**src/rtl/melody_sequencer_if.sv**
```systemverilog
// Control, ROM and synthesizer-facing signals of the melody sequencer.
// The slave modport is the sequencer's view; master is the surrounding logic.
interface melody_sequencer_if #(
  parameter int ADDR_W = 5
);
  logic              start;
  logic              stop;
  logic              loop_en;
  logic [ADDR_W-1:0] rom_addr;
  logic [10:0]       rom_data;
  logic [6:0]        hp;
  logic              active;
  logic              busy;
  logic              done;

  modport master (
    output start, stop, loop_en, rom_data,
    input  rom_addr, hp, active, busy, done
  );

  modport slave (
    input  start, stop, loop_en, rom_data,
    output rom_addr, hp, active, busy, done
  );
endinterface

```
**src/rtl/melody_sequencer.sv**
```systemverilog
// Plays a tune from a combinational ROM: each word {hp, dur} drives the
// synthesizer for dur tempo ticks, followed by GAP_TICKS silent ticks.
module melody_sequencer #(
  parameter int ADDR_W    = 5,
  parameter int TICK_DIV  = 1000,
  parameter int GAP_TICKS = 1
) (
  input logic               clk,
  input logic               rst_n,
  melody_sequencer_if.slave bus
);
  localparam int DW = $clog2(TICK_DIV);
  localparam int GW = (GAP_TICKS < 1) ? 1 : $clog2(GAP_TICKS + 1);

  localparam logic [1:0] IDLE  = 2'd0;
  localparam logic [1:0] FETCH = 2'd1;
  localparam logic [1:0] PLAY  = 2'd2;
  localparam logic [1:0] GAP   = 2'd3;

  logic [1:0]        state;
  logic [ADDR_W-1:0] addr;
  logic [6:0]        note_hp;
  logic              act;
  logic              done_p;
  logic [DW-1:0]     div;
  logic [3:0]        dur_ctr;
  logic [GW-1:0]     gap_ctr;
  logic              wrap_pend;

  logic [6:0] w_hp;
  logic [3:0] w_dur;
  logic       tick;
  logic       last_addr;

  assign w_hp      = bus.rom_data[10:4];
  assign w_dur     = bus.rom_data[3:0];
  assign tick      = (div == DW'(TICK_DIV - 1));
  assign last_addr = (addr == '1);

  assign bus.rom_addr = addr;
  assign bus.hp       = note_hp;
  assign bus.active   = act;
  assign bus.busy     = (state != IDLE);
  assign bus.done     = done_p;

  always_ff @(posedge clk or negedge rst_n) begin
    if (!rst_n) begin
      state     <= IDLE;
      addr      <= '0;
      note_hp   <= '0;
      act       <= 1'b0;
      done_p    <= 1'b0;
      div       <= '0;
      dur_ctr   <= '0;
      gap_ctr   <= '0;
      wrap_pend <= 1'b0;
    end else begin
      done_p <= 1'b0;
      if (bus.stop) begin
        // Abort: no done pulse, hp deliberately left as is.
        state     <= IDLE;
        act       <= 1'b0;
        addr      <= '0;
        wrap_pend <= 1'b0;
      end else begin
        case (state)
          IDLE: begin
            addr <= '0;
            act  <= 1'b0;
            if (bus.start) state <= FETCH;
          end
          FETCH: begin
            if (w_dur != 4'd0) begin
              note_hp <= w_hp;
              dur_ctr <= w_dur;
              div     <= '0;
              act     <= (w_hp != 7'd0);
              state   <= PLAY;
            end else if (bus.loop_en && addr != '0) begin
              addr <= '0;
            end else begin
              // Marker at address 0 ends even when looping, avoiding an empty spin.
              done_p <= 1'b1;
              addr   <= '0;
              state  <= IDLE;
            end
          end
          PLAY: begin
            div <= tick ? '0 : div + 1'b1;
            if (tick) begin
              dur_ctr <= dur_ctr - 4'd1;
              if (dur_ctr == 4'd1) begin
                act  <= 1'b0;
                addr <= addr + 1'b1;
                div  <= '0;
                if (GAP_TICKS > 0) begin
                  gap_ctr   <= GW'(GAP_TICKS);
                  wrap_pend <= last_addr;
                  state     <= GAP;
                end else if (last_addr && !bus.loop_en) begin
                  done_p <= 1'b1;
                  state  <= IDLE;
                end else begin
                  state <= FETCH;
                end
              end
            end
          end
          GAP: begin
            act <= 1'b0;
            div <= tick ? '0 : div + 1'b1;
            if (tick) begin
              gap_ctr <= gap_ctr - 1'b1;
              if (gap_ctr == GW'(1)) begin
                wrap_pend <= 1'b0;
                // Address wrapped past the top of the ROM: end of tune unless looping.
                if (wrap_pend && !bus.loop_en) begin
                  done_p <= 1'b1;
                  state  <= IDLE;
                end else begin
                  state <= FETCH;
                end
              end
            end
          end
          default: state <= IDLE;
        endcase
      end
    end
  end
endmodule

```
**src/flat_wrapper.sv**
```systemverilog
// flat-port wrapper written by rule: the top's interface ports become plain ports
module melody_sequencer_flat 
#(
  parameter int ADDR_W    = 5,
  parameter int TICK_DIV  = 1000,
  parameter int GAP_TICKS = 1
)
  (clk, rst_n, bus_start, bus_stop, bus_loop_en, bus_rom_data, bus_rom_addr, bus_hp, bus_active, bus_busy, bus_done);
  melody_sequencer_if #(.ADDR_W(ADDR_W)) bus_i ();
  input logic clk;
  input logic rst_n;
  input wire logic [$bits(bus_i.start)-1:0] bus_start;
  input wire logic [$bits(bus_i.stop)-1:0] bus_stop;
  input wire logic [$bits(bus_i.loop_en)-1:0] bus_loop_en;
  input wire logic [$bits(bus_i.rom_data)-1:0] bus_rom_data;
  output wire logic [$bits(bus_i.rom_addr)-1:0] bus_rom_addr;
  output wire logic [$bits(bus_i.hp)-1:0] bus_hp;
  output wire logic [$bits(bus_i.active)-1:0] bus_active;
  output wire logic [$bits(bus_i.busy)-1:0] bus_busy;
  output wire logic [$bits(bus_i.done)-1:0] bus_done;
  assign bus_i.start = bus_start;
  assign bus_i.stop = bus_stop;
  assign bus_i.loop_en = bus_loop_en;
  assign bus_i.rom_data = bus_rom_data;
  assign bus_rom_addr = bus_i.rom_addr;
  assign bus_hp = bus_i.hp;
  assign bus_active = bus_i.active;
  assign bus_busy = bus_i.busy;
  assign bus_done = bus_i.done;
  melody_sequencer #(.ADDR_W(ADDR_W), .TICK_DIV(TICK_DIV), .GAP_TICKS(GAP_TICKS)) u_core (.clk(clk), .rst_n(rst_n), .bus(bus_i));
endmodule
```
**config.mk**
```make
export PLATFORM = sky130hd
export DESIGN_NAME = melody_sequencer_flat
export DESIGN_NICKNAME = d
export VERILOG_FILES = /design/src/rtl/melody_sequencer_if.sv /design/src/rtl/melody_sequencer.sv /design/src/flat_wrapper.sv
export SDC_FILE = /design/constraint.sdc
export NUM_CORES = 1
export LEC_CHECK = 0
export ABC_AREA = 0
export BUFFER_PORTS_ARGS = -buffer_cell sky130_fd_sc_hd__buf_2
export CAP_MARGIN = 20
export CORE_MARGIN = 2
export CORE_UTILIZATION = 54
export CTS_CLUSTER_DIAMETER = 30
export DETAILED_ROUTE_END_ITERATION = 8
export HOLD_SLACK_MARGIN = 0.05
export PLACE_DENSITY = 0.77
export REMOVE_ABC_BUFFERS = 1
export SLEW_MARGIN = 10
export SYNTH_ARGS = -nofsm -noshare
export SYNTH_HDL_FRONTEND = slang
export SYNTH_SLANG_ARGS = --single-unit
```
**constraint.sdc**
```tcl
create_clock -name clk -period 2 [get_ports clk]
set_input_delay 0.3 -clock clk [delete_from_list [all_inputs] [get_ports clk]]
set_output_delay 0.3 -clock clk [all_outputs]
set_load 0.03 [all_outputs]
```
==> summary.json, run 1 <==
{
  "max_stage_delay_ns": 0.51,
  "max-cap-violations": 0,
  "multi_input_comb_area_sq_um": 1132,
  "floorplan.die.width_um": 64.39,
  "min-delay-path-class": "in -> reg",
  "syn_avg_cell_area_sq_um": 9.896,
  "detail-route-antenna-nets": 0,
  "rsz0062_at_grt": "false",
  "ys_async_sr_fraction": 1.000,
  "run_status": "finished, final reports clean",
  "viasPerCell": 5.952,
  "max_freq_mhz": 520.0,
  "timing.critical_path.max_delay_family": "compound AO/OA/AOI/OAI gates",
  "power.sequential.fraction": 0.337,
  "synth.lib_cells_used.distinct": 48,
  "r2r-start": "u_core.state[1]$_DFFE_PN0P_",
  "die_area_sq_um": 4146,
  "detail_route.iter0.violations": 216,
  "criticalPathCategory": "reg -> reg",
  "mostFrequentLayoutCell": "sky130_fd_sc_hd__dfrtp_1",
  "start_kind": "flip-flop",
  "cts-buffers-inserted": 5,
  "mostFrequentLayoutCells": "sky130_fd_sc_hd__dfrtp_1, sky130_fd_sc_hd__buf_2, sky130_fd_sc_hd__inv_1, sky130_fd_sc_hd__buf_4",
  "synthFlopType": "sky130_fd_sc_hd__dfrtp_1",
  "timing.hold.worst.start": "bus_rom_data[10]",
  "detailed_place.area_sq_um": 2252,
  "post-route-cell-area_sq_um": 2411,
  "core_area_sq_um": 3416,
  "max_slew_margin": 0.5357,
  "finalCriticalPeriod_ns": 1.923,
  "ctsRootBufferMaster": "sky130_fd_sc_hd__clkbuf_4",
  "post-route-period-util": 0.9615,
  "num_antenna_cells": 0,
  "netSwitchingFraction": 0.3917,
  "ir_drop_mv": 0.7270,
  "register_bit_total_from_synthesis": 32,
  "crit_start": "u_core.state[1]$_DFFE_PN0P_",
  "p_leak_nw": 1.126,
  "gpl.final_weighted_congestion": 0.9080,
  "slew_viols_final": 0,
  "cts_tree": "built",
  "post-dp-hpwl_um": 3294,
  "placement.io_buffers": 30,
  "power.switching_mw": 1.018,
  "via_count": 1744,
  "cts_max_level": 2,
  "comb_power_share": 0.448,
  "power_density_relative_to_cell_area_nw_per_um2": 1078,
  "area_delta_synth_final_pct": 22.43,
  "tightestPinTransition_ns": 0.6965,
  "cp-end-kind": "flip-flop",
  "routedWlPerCell_um": 15.30,
  "fin_setup_tns_ns": 0,
  "filler_cell_count": 253,
  "syn-cell-area_sq_um": 1969,
  "cell_internal_pwr_mw": 1.581,
  "timing.critical_path.buf_inv": 1,
  "cts.sink_count": 32,
  "post-layout-total-power_mw": 2.600,
  "crit_path_top_delay_cell": "sky130_fd_sc_hd__or4_1",
  "hold_viol": 0,
  "seqCellArea_sq_um": 800.8,
  "proportion_of_synthesized_chip_area_in_sequential_cells": 0.4066,
  "crit_chain": "inv_1, ha_2, a211o_4, or4_1, a21oi_1",
  "fin_skew_ns": 0.002768,
  "globalRoute.totalOverflow": 0,
  "die_y_um": 64.39,
  "yosysWarningCount": 0,
  "netlist_instances": 199,
  "grt_first_pass_wirelength_um": 7320,
  "clock_tree_buffer_depth": 2,
  "synth_enable_flop_cells": 0,
  "worst-endpoint-arrival_ns": 2.19,
  "grt_pass1_vias": 1657,
  "number_of_antenna_violations_at_the_first_check_in_global_routing": 0,
  "postLayoutCoreUtil": 0.7059,
  "clk_transition_reported_paths_ns": 0.10,
  "route.final.wire_length_um": 4482,
  "worstSkewPairLatency_ns": 0.34,
  "ioPinCount": 31,
  "start_util": 0.5766,
  "floorplan.rows": 21,
  "critical_path.max_fanout": 18,
  "dr.pass1.iters": 4,
  "layout-drive-gt1-share": 0.2955,
  "setup-violations-final": 0,
  "drc_viols": 0,
  "grt_start_max_net_pins": 33,
  "pwr-share-clk": 0.216,
  "count_of_nets_after_finishing": 274,
  "grt_usage": 0.2295,
  "cp.required_ns": 2.27
}
logic make-up (layout without fill, tap and decap cells):
group | Yosys count | count (layout) | synth area share
multiplexers | 13 | 13 | 0.07116
adder cells (fa/ha/maj) | 12 | 12 | 0.07624
AND/OR/NAND/NOR | 64 | 64 | 0.1881
buffers and inverters | 21 | 69 | 0.04193
AO/OA/AOI/OAI | 56 | 56 | 0.2116
XOR/XNOR | 1 | 1 | 0.004448
flip-flops | 32 | 32 | 0.4066
power by group through the flow:
stage	Sequential, mW	Clock [mW]	Combinational (mW)
2_1_floorplan	1.04	0	0.594
3_3_place_gp	0.882	0	1.08
3_5_place_dp	0.885	0	1.11
4_1_cts	0.876	0.562	1.12
5_1_grt	0.891	0.594	1.27
6_report	0.875	0.561	1.16
area by class of cell:
type                            count  area share
Multi-Input combinational cell    146      0.4696
Sequential cell                    32      0.3321
Timing Repair Buffer               45      0.1100
Clock buffer                        7     0.02698
Inverter                           16     0.02491
Tap cell                           46     0.02387
Clock inverter                      1     0.01245
final timing paths:
| kind | to | slack [ns] | cells after the start |
|---|---|---|---|
| worst max-delay path | u_core.div[8]$_DFFE_PN0P_ | 0.08 | 5 |
| worst min-delay path | u_core.bus.hp[6]$_DFFE_PN0P_ | 0.20 | 2 |
| worst max register to register | u_core.div[8]$_DFFE_PN0P_ | 0.08 | 5 |
| worst min register to register | u_core.bus.active$_DFFE_PN0P_ | 0.50 | 1 |
| max in group asynchronous | u_core.bus.rom_addr[1]$_DFFE_PN0P_ | 1.02 | 2 |
| min in group asynchronous | u_core.dur_ctr[0]$_DFFE_PN0P_ | 0.53 | 2 |
Yosys cell counts, drive strengths merged (5+ instances only):
cell type | instances | area share
mux2i | 5 | 0.025
a211oi | 5 | 0.019
mux2 | 8 | 0.046
nand4 | 5 | 0.016
nand2 | 10 | 0.019
inv | 16 | 0.030
o21ai | 7 | 0.018
nor2 | 11 | 0.021
or3 | 5 | 0.016
nand3 | 6 | 0.015
ha | 12 | 0.076
a21oi | 11 | 0.028
a21o | 5 | 0.019
dfrtp | 32 | 0.41
nand2b | 5 | 0.016
through the flow:
step                      cells  setup slack (ns)  hold slack [ns]
final                       293           0.07707           0.2010
after global routing        293          0.008238           0.1891
after CTS                   292           0.01705           0.1966
after detailed placement    283          0.003112           0.3860
after global placement      283           0.04491           0.3905
after floorplan             194           0.08490         0.004409
sequential cells by signal, summed over array words and instances, names as in the netlist:
name	cells
u_core.div	10
u_core.bus.hp	7
u_core.bus.rom_addr	5
u_core.dur_ctr	4
u_core.state	2
u_core.bus.active	1
u_core.bus.done	1
u_core.gap_ctr	1
u_core.wrap_pend	1
metal layers:
metal,vias to the layer above,global-route usage,share of wire
met5,-,0,0
met4,0,0.09574,0.023
met3,15,0.05810,0.057
met2,58,0.3659,0.46
met1,827,0.2967,0.46
li1,844,-,-
timing repair:
action                                  in CTS  in global routing
hold buffers                                 1                  0
setup buffers                                0                  1
gates resized for setup                      1                  9
pin swaps                                    0                  1
endpoints found under the setup margin       1                 11
endpoints found under the hold margin       32                  0
(Power assumes the default switching activity.)
==> run 2: changes to the inputs <==
--- a/config.mk
+++ b/config.mk
@@ -9,11 +9,10 @@
 export BUFFER_PORTS_ARGS = -buffer_cell sky130_fd_sc_hd__buf_2
 export CAP_MARGIN = 20
 export CORE_MARGIN = 2
-export CORE_UTILIZATION = 54
+export CORE_UTILIZATION = 30
 export CTS_CLUSTER_DIAMETER = 30
 export DETAILED_ROUTE_END_ITERATION = 8
 export HOLD_SLACK_MARGIN = 0.05
-export PLACE_DENSITY = 0.77
 export REMOVE_ABC_BUFFERS = 1
 export SLEW_MARGIN = 10
 export SYNTH_ARGS = -nofsm -noshare
==> run 2 against run 1 <==
Effect of this change: hold slack worse by 0.13 ns; worst setup slack got worse by 0.035 ns; clock skew down 0.0011 ns; total power grew 7.3%; cell area rose by 4.9%; count of clock-buffer cells in the layout stayed put; via count is 1.3% higher; combinational power increased by 6%; register-to-register slack got worse by 0.03 ns; critical path depth did not move; largest cell class unchanged; largest power group unchanged; highest routed layer unchanged.
==> summary.json, run 2 (synthesis results as in run 1) <==
{
  "run_status": "finished, final reports clean",
  "rsz0062_at_grt": "false",
  "max-cap-violations": {"value": 0, "change": "unchanged"},
  "count_of_nets_after_finishing": {"value": 285, "change": "+4.0%"},
  "setup_slack": {"value": 0.04229, "unit": "ns", "change": "-0.03478 ns"},
  "cts_tree": "built",
  "route.final.wire_length": {"value": 4617, "unit": "um", "change": "+3.0%"},
  "detail-route-antenna-nets": {"value": 0, "change": "unchanged"},
  "cp-end-kind": "flip-flop",
  "cp.required": {"value": 2.21, "unit": "ns", "change": "-0.06 ns"},
  "finalCriticalPeriod": {"value": 1.958, "unit": "ns", "change": "+0.03478 ns"},
  "post-dp-hpwl": {"value": 3485, "unit": "um", "change": "+5.8%"},
  "cts.sink_count": {"value": 32, "change": "unchanged"},
  "routedWlPerCell": {"value": 13.78, "unit": "um", "change": "-9.9%"},
  "post-route-period-util": {"value": 0.9789, "change": "+0.01739"},
  "hold_viol": {"value": 0, "change": "unchanged"},
  "detail_route.iter0.violations": {"value": 121, "change": "-44%"},
  "globalRoute.totalOverflow": {"value": 0, "change": "unchanged"},
  "cts-buffers-inserted": {"value": 5, "change": "unchanged"},
  "fin_setup_tns": {"value": 0, "unit": "ns", "change": "unchanged"},
  "layout-drive-gt1-share": {"value": 0.3178, "change": "+0.02228"},
  "ioPinCount": {"value": 31, "change": "unchanged"},
  "max_freq": {"value": 510.8, "unit": "MHz", "change": "-1.8%"},
  "floorplan.rows": {"value": 29, "change": "+38%"},
  "number_of_antenna_violations_at_the_first_check_in_global_routing": {"value": 0, "change": "unchanged"},
  "ctsRootBufferMaster": "sky130_fd_sc_hd__clkbuf_8",
  "max_slew_margin": {"value": 0.5079, "change": "-0.02775"},
  "min-delay-path-class": "in -> async",
  "ir_drop": {"value": 0.3803, "unit": "mV", "change": "-48%"},
  "floorplan.die.width": {"value": 85.02, "unit": "um", "change": "+32%"},
  "power_density_relative_to_cell_area": {"value": 1104, "unit": "nW/um^2", "change": "+2.4%"},
  "mostFrequentLayoutCells": "sky130_fd_sc_hd__dfrtp_1, sky130_fd_sc_hd__buf_2, sky130_fd_sc_hd__buf_4, sky130_fd_sc_hd__inv_1",
  "drc_viols": {"value": 0, "change": "unchanged"},
  "area_delta_synth_final_pct": 28.40,
  "worst-endpoint-arrival": {"value": 2.17, "unit": "ns", "change": "-0.02 ns"},
  "criticalPathCategory": "reg -> reg",
  "gpl.final_weighted_congestion": {"value": 0.8986, "change": "-1.0%"},
  "via_count": {"value": 1767, "change": "+1.3%"},
  "mostFrequentLayoutCell": "sky130_fd_sc_hd__dfrtp_1",
  "cts_max_level": {"value": 2, "change": "unchanged"},
  "p_leak": {"value": 1.190, "unit": "nW", "change": "+5.7%"},
  "tightestPinTransition": {"value": 0.7381, "unit": "ns", "change": "+0.04162 ns"},
  "clk_transition_reported_paths": {"value": 0.07, "unit": "ns", "change": "-0.03 ns"},
  "clock_tree_buffer_depth": {"value": 2, "change": "unchanged"},
  "worstSkewPairLatency": {"value": 0.28, "unit": "ns", "change": "-0.06 ns"},
  "viasPerCell": {"value": 5.275, "change": "-11%"},
  "fin_skew": {"value": 0.001639, "unit": "ns", "change": "-0.001129 ns"},
  "slew_viols_final": {"value": 0, "change": "unchanged"},
  "cts_hold_repair.buffers": {"value": 0, "change": "-1"},
  "setup-violations-final": {"value": 0, "change": "unchanged"},
  "start_kind": "flip-flop",
  "num_antenna_cells": {"value": 0, "change": "unchanged"},
  "die_area": {"value": 7228, "unit": "sq um", "change": "+74%"},
  "start_util": {"value": 0.3101, "change": "-0.2664"},
  "critical_path.max_fanout": {"value": 13, "change": "-5"},
  "dr.pass1.iters": {"value": 4, "change": "unchanged"},
  "grt_pass1_vias": {"value": 1643, "change": "-0.84%"},
  "die_y": {"value": 85.02, "unit": "um", "change": "+32%"},
  "grt_first_pass_wirelength": {"value": 7866, "unit": "um", "change": "+7.5%"},
  "placement.io_buffers": {"value": 30, "change": "unchanged"},
  "regMostFlops": "u_core.div",
  "core_area": {"value": 6350, "unit": "sq um", "change": "+86%"},
  "largest_register_ff_count": {"value": 10, "change": "unchanged"},
  "grt_usage": {"value": 0.1336, "change": "-0.09592"},
  "grt_start_max_net_pins": {"value": 33, "change": "unchanged"},
  "dp_slack": {"value": 0.04861, "unit": "ns", "change": "+0.04549 ns"}
}
[run 2: cell type report]
class | count | area (sq um)
repair buffers | 56 | 345.3
clock inverters | 1 | 30.03
clock buffers | 7 | 96.34
multi-input cells | 146 | 1100
well taps | 77 | 96.34
fillers | 621 | 3821
inverters | 16 | 60.06
flip-flops and latches | 32 | 800.8
[run 2: per-stage QoR]
stage	hold slack, ns	power (mW)	instances	utilization	area (sq um)
global placement	0.4079	2.036	321	0.3691	2344
floorplan	0.004409	1.634	194	-	1947
finish	0.07513	2.791	335	0.3982	2529
detailed placement	0.4083	2.052	321	0.3691	2344
CTS	0.1038	2.742	329	0.3890	2470
global route	0.1257	2.970	335	0.3982	2529
[run 2: layer usage]
layer,global-route usage,vias up,part of all wire
met5,0,-,0
met4,0.03030,0,0.0063
met3,0.03307,2,0.035
met2,0.2060,33,0.48
met1,0.1896,865,0.48
li1,-,867,-
[run 2: report_power, final]
group          switching [mW]  internal [mW]
Clock                   0.246          0.439
Sequential             0.0899          0.789
Combinational           0.696          0.531
[run 2: worst max-delay path, stage by stage (launching register included)]
cell and delay (ns):
sky130_fd_sc_hd__dfrtp_1 0.42, sky130_fd_sc_hd__buf_4 0.16, sky130_fd_sc_hd__ha_1 0.24, sky130_fd_sc_hd__a211o_4 0.41, sky130_fd_sc_hd__or4_1 0.51, sky130_fd_sc_hd__a21oi_1 0.15
[run 2: what timing repair did]
action,4_1_cts,5_1_grt
resized for setup,0,5
setup buffers,0,6
endpoints found under the setup margin,0,20
[run 2: path summary, 6_finish.rpt]
| kind | from | to | slack, ns | depth (start not counted) |
|---|---|---|---|---|
| worst max-delay path | u_core.state[0]$_DFFE_PN0P_ | u_core.div[8]$_DFFE_PN0P_ | 0.04 | 5 |
| worst min-delay path | rst_n | u_core.div[6]$_DFFE_PN0P_ | 0.08 | 1 |
| worst min register to register | u_core.bus.active$_DFFE_PN0P_ | u_core.bus.active$_DFFE_PN0P_ | 0.49 | 1 |
| min in group clk | bus_rom_data[8] | u_core.bus.hp[4]$_DFFE_PN0P_ | 0.26 | 2 |
| max in group asynchronous | rst_n | u_core.bus.active$_DFFE_PN0P_ | 1.46 | 1 |
| worst max register to register | u_core.state[0]$_DFFE_PN0P_ | u_core.div[8]$_DFFE_PN0P_ | 0.04 | 5 |
==> run 3: changes to the inputs <==
--- a/config.mk
+++ b/config.mk
@@ -5,9 +5,9 @@
 export SDC_FILE = /design/constraint.sdc
 export NUM_CORES = 1
 export LEC_CHECK = 0
-export ABC_AREA = 0
+export ABC_AREA = 1
 export BUFFER_PORTS_ARGS = -buffer_cell sky130_fd_sc_hd__buf_2
-export CAP_MARGIN = 20
+export CAP_MARGIN = 0
 export CORE_MARGIN = 2
 export CORE_UTILIZATION = 30
 export CTS_CLUSTER_DIAMETER = 30
==> run 3 against run 2 <==
Effect of this change: cell area fell by 1.7%; clock skew grew 0.0043 ns; first-iteration DRC count shrank 12%.
==> summary.json, run 3 <==
{
  "grt_start_max_net_pins": {"value": 33, "change": "unchanged"},
  "cp.required": {"value": 2.21, "unit": "ns", "change": "about the same"},
  "finalNonFillerCells": {"value": 431, "change": "+29%"},
  "largest_register_ff_count": {"value": 10, "change": "unchanged"},
  "routedWlPerCell": {"value": 11.50, "unit": "um", "change": "-17%"},
  "dp_slack": {"value": 0.2004, "unit": "ns", "change": "+0.1518 ns"},
  "syn-cell-area": {"value": 2130, "unit": "sq um", "change": "+8.1%"},
  "synth-compound-area-share": {"value": 0.09577, "change": "-0.1158"},
  "clock_tree_buffer_depth": {"value": 2, "change": "unchanged"},
  "synth_enable_flop_cells": {"value": 0, "change": "unchanged"},
  "min-delay-path-class": "in -> async",
  "yosysMostFrequentCell": "sky130_fd_sc_hd__nand2_1",
  "yosysWarningCount": {"value": 0, "change": "unchanged"},
  "synth_area_leaders": "sky130_fd_sc_hd__dfrtp_1, sky130_fd_sc_hd__nand2_1, sky130_fd_sc_hd__ha_1",
  "start_util": {"value": 0.3117, "change": "+0.001574"},
  "post-route-period-util": {"value": 0.8728, "change": "-0.1061"},
  "rsz0062_at_grt": "false",
  "mostFrequentLayoutCell": "sky130_fd_sc_hd__nand2_1",
  "clk_transition_reported_paths": {"value": 0.07, "unit": "ns", "change": "about the same"},
  "xor_xnor_portion_of_the_synthesized_cell_area": {"value": 0.008226, "change": "+0.003778"},
  "drc_viols": {"value": 0, "change": "unchanged"},
  "number_of_antenna_violations_at_the_first_check_in_global_routing": {"value": 0, "change": "unchanged"},
  "run_status": "finished, final reports clean",
  "placement.io_buffers": {"value": 30, "change": "unchanged"},
  "ctsRootBufferMaster": "sky130_fd_sc_hd__clkbuf_8",
  "grt_usage": {"value": 0.1370, "change": "+0.003414"},
  "multi_input_comb_area": {"value": 1142, "unit": "sq um", "change": "+3.9%"},
  "mostFrequentLayoutCells": "sky130_fd_sc_hd__nand2_1, sky130_fd_sc_hd__inv_1, sky130_fd_sc_hd__dfrtp_1, sky130_fd_sc_hd__nor2_1, sky130_fd_sc_hd__buf_2",
  "register_bit_total_from_synthesis": {"value": 32, "change": "unchanged"},
  "synthFlopType": "sky130_fd_sc_hd__dfrtp_1",
  "seqCellArea": {"value": 800.8, "unit": "sq um", "change": "unchanged"},
  "via_count": {"value": 1988, "change": "+13%"},
  "synth_fa_ha_area_frac": {"value": 0.07051, "change": "-0.005734"},
  "postLayoutCoreUtil": {"value": 0.3639, "change": "-0.03431"},
  "hold_viol": {"value": 0, "change": "unchanged"},
  "ioPinCount": {"value": 31, "change": "unchanged"},
  "count_of_nets_after_finishing": {"value": 362, "change": "+27%"},
  "fin_skew": {"value": 0.005928, "unit": "ns", "change": "+0.004289 ns"},
  "route.final.wire_length": {"value": 4958, "unit": "um", "change": "+7.4%"},
  "numPlacedInstances": {"value": 423, "change": "+32%"},
  "dr.pass1.iters": {"value": 4, "change": "unchanged"},
  "floorplan.rows": {"value": 30, "change": "+3.4%"},
  "post_synth_and_or_nand_nor_area_fraction": {"value": 0.3602, "change": "+0.1721"},
  "synth_cell_count_leaders": "sky130_fd_sc_hd__nand2_1, sky130_fd_sc_hd__inv_1, sky130_fd_sc_hd__dfrtp_1, sky130_fd_sc_hd__nor2_1, sky130_fd_sc_hd__nand3_1",
  "finalCriticalPeriod": {"value": 1.746, "unit": "ns", "change": "-0.2121 ns"},
  "cts.sink_count": {"value": 32, "change": "unchanged"},
  "tightestPinTransition": {"value": 0.7424, "unit": "ns", "change": "+0.004271 ns"},
  "cp-end-kind": "flip-flop",
  "die_y": {"value": 88.25, "unit": "um", "change": "+3.8%"},
  "detail_route.iter0.violations": {"value": 106, "change": "-12%"},
  "worst-endpoint-arrival": {"value": 1.96, "unit": "ns", "change": "-0.21 ns"},
  "filler_cell_count": {"value": 766, "change": "+23%"},
  "post-layout-total-power": {"value": 2.455, "unit": "mW", "change": "-12%"},
  "area_delta_synth_final_pct": 16.74,
  "start_kind": "flip-flop",
  "ir_drop": {"value": 0.7865, "unit": "mV", "change": "+110%"},
  "gpl.final_weighted_congestion": {"value": 0.8846, "change": "-1.6%"},
  "detail-route-antenna-nets": {"value": 0, "change": "unchanged"},
  "max_freq": {"value": 572.9, "unit": "MHz", "change": "+12%"},
  "detailed_place.area": {"value": 2390, "unit": "sq um", "change": "+2.0%"},
  "layout-drive-gt1-share": {"value": 0.1851, "change": "-0.1328"},
  "yosys-mux-area-fraction": {"value": 0, "change": "-0.07116"},
  "worstSkewPairLatency": {"value": 0.28, "unit": "ns", "change": "about the same"},
  "floorplan.die.width": {"value": 88.25, "unit": "um", "change": "+3.8%"},
  "slew_viols_final": {"value": 0, "change": "unchanged"},
  "setup-violations-final": {"value": 0, "change": "unchanged"},
  "grt_first_pass_wirelength": {"value": 8445, "unit": "um", "change": "+7.4%"},
  "cts_tree": "built",
  "netlist.top_cell.by_area": "sky130_fd_sc_hd__dfrtp_1",
  "p_leak": {"value": 1.290, "unit": "nW", "change": "+8.4%"},
  "die_area": {"value": 7788, "unit": "sq um", "change": "+7.7%"},
  "synth.lib_cells_used.distinct": {"value": 30, "change": "-38%"},
  "syn_avg_cell_area": {"value": 7.098, "unit": "sq um", "change": "-28%"},
  "hold_ws": {"value": 0.07441, "unit": "ns", "change": "-0.0007126 ns"},
  "regMostFlops": "u_core.div",
  "yosys.area.top_type_share": {"value": 0.3760, "change": "-0.03058"},
  "max-cap-violations": {"value": 0, "change": "unchanged"},
  "cts_max_level": {"value": 2, "change": "unchanged"},
  "fin_setup_tns": {"value": 0, "unit": "ns", "change": "unchanged"},
  "num_antenna_cells": {"value": 0, "change": "unchanged"},
  "cts-buffers-inserted": {"value": 5, "change": "unchanged"},
  "main_combinational_cell_family_by_area_after_synthesis": "simple AND/OR/NAND/NOR gates",
  "grt_pass1_vias": {"value": 1862, "change": "+13%"},
  "globalRoute.totalOverflow": {"value": 0, "change": "unchanged"},
  "post-dp-hpwl": {"value": 3714, "unit": "um", "change": "+6.6%"},
  "core_area": {"value": 6832, "unit": "sq um", "change": "+7.6%"},
  "viasPerCell": {"value": 4.613, "change": "-13%"},
  "criticalPathCategory": "reg -> reg",
  "critical_path.max_fanout": {"value": 11, "change": "-2"},
  "netlist_instances": {"value": 300, "change": "+51%"},
  "proportion_of_synthesized_chip_area_in_sequential_cells": {"value": 0.3760, "change": "-0.03058"},
  "post-route-cell-area": {"value": 2486, "unit": "sq um", "change": "-1.7%"},
  "max_slew_margin": {"value": 0.5051, "change": "-0.002847"},
  "power_density_relative_to_cell_area": {"value": 987.7, "unit": "nW/um^2", "change": "-11%"},
  "setup_slack": {"value": 0.2544, "unit": "ns", "change": "+0.2121 ns"},
  "ys_async_sr_fraction": {"value": 1.000, "change": "unchanged"}
}
==> run 3: report_power, final <==
group | leakage [nW] | total [mW] | internal (mW) | switching, mW
Sequential | 0.422 | 0.902 | 0.789 | 0.113
Clock | 0.0510 | 0.524 | 0.275 | 0.249
Combinational | 0.816 | 1.03 | 0.319 | 0.711
==> run 3: area by class of cell <==
class,count,area share
Clock buffer,6,0.03322
Clock inverter,2,0.004026
Inverter,44,0.06643
Multi-Input combinational cell,219,0.4595
Sequential cell,32,0.3221
Tap cell,96,0.04831
Timing Repair Buffer,32,0.06643
==> run 3: worst paths after layout <==
| kind | start | end | slack (ns) | cells past startpoint |
|---|---|---|---|---|
| min in group clk | bus_rom_data[7] | u_core.bus.hp[3]$_DFFE_PN0P_ | 0.28 | 3 |
| max in group asynchronous | rst_n | u_core.div[4]$_DFFE_PN0P_ | 1.44 | 1 |
| min | rst_n | u_core.bus.hp[6]$_DFFE_PN0P_ | 0.07 | 1 |
| max reg2reg | u_core.state[0]$_DFFE_PN0P_ | u_core.div[8]$_DFFE_PN0P_ | 0.25 | 9 |
| min reg2reg | u_core.wrap_pend$_DFFE_PN0P_ | u_core.wrap_pend$_DFFE_PN0P_ | 0.48 | 2 |
| max | u_core.state[0]$_DFFE_PN0P_ | u_core.div[8]$_DFFE_PN0P_ | 0.25 | 9 |
==> run 3: critical path: stages (launching register included) <==
cell and delay (ns):
sky130_fd_sc_hd__dfrtp_1 0.45, sky130_fd_sc_hd__inv_1 0.15, sky130_fd_sc_hd__ha_1 0.20, sky130_fd_sc_hd__buf_4 0.20, sky130_fd_sc_hd__nor2_1 0.08, sky130_fd_sc_hd__inv_1 0.06, sky130_fd_sc_hd__nand2_1 0.09, sky130_fd_sc_hd__nor2_1 0.22
sky130_fd_sc_hd__nand2_1 0.08, sky130_fd_sc_hd__o21ai_1 0.14
==> run 3: what timing repair did <==
action                                  in CTS  in global routing
endpoints found under the setup margin       0                  4
hold buffers                                 0                  0
resized for setup                            0                  1
buffers inserted                             0                  0
==> run 3: logic make-up after synthesis <==
logic type	Yosys count
AO/OA/AOI/OAI	32
buffers and inverters	49
adder cells (fa/ha/maj)	12
flip-flops	32
XOR/XNOR	2
AND/OR/NAND/NOR	173
==> run 3: layer usage <==
layer / wire length, um / global-route usage / share of wire
met1: 2394 / 0.1913 / 0.48
met2: 2264 / 0.2085 / 0.46
met3: 189 / 0.02332 / 0.038
met4: 109 / 0.06061 / 0.022
met5: 0 / 0 / 0
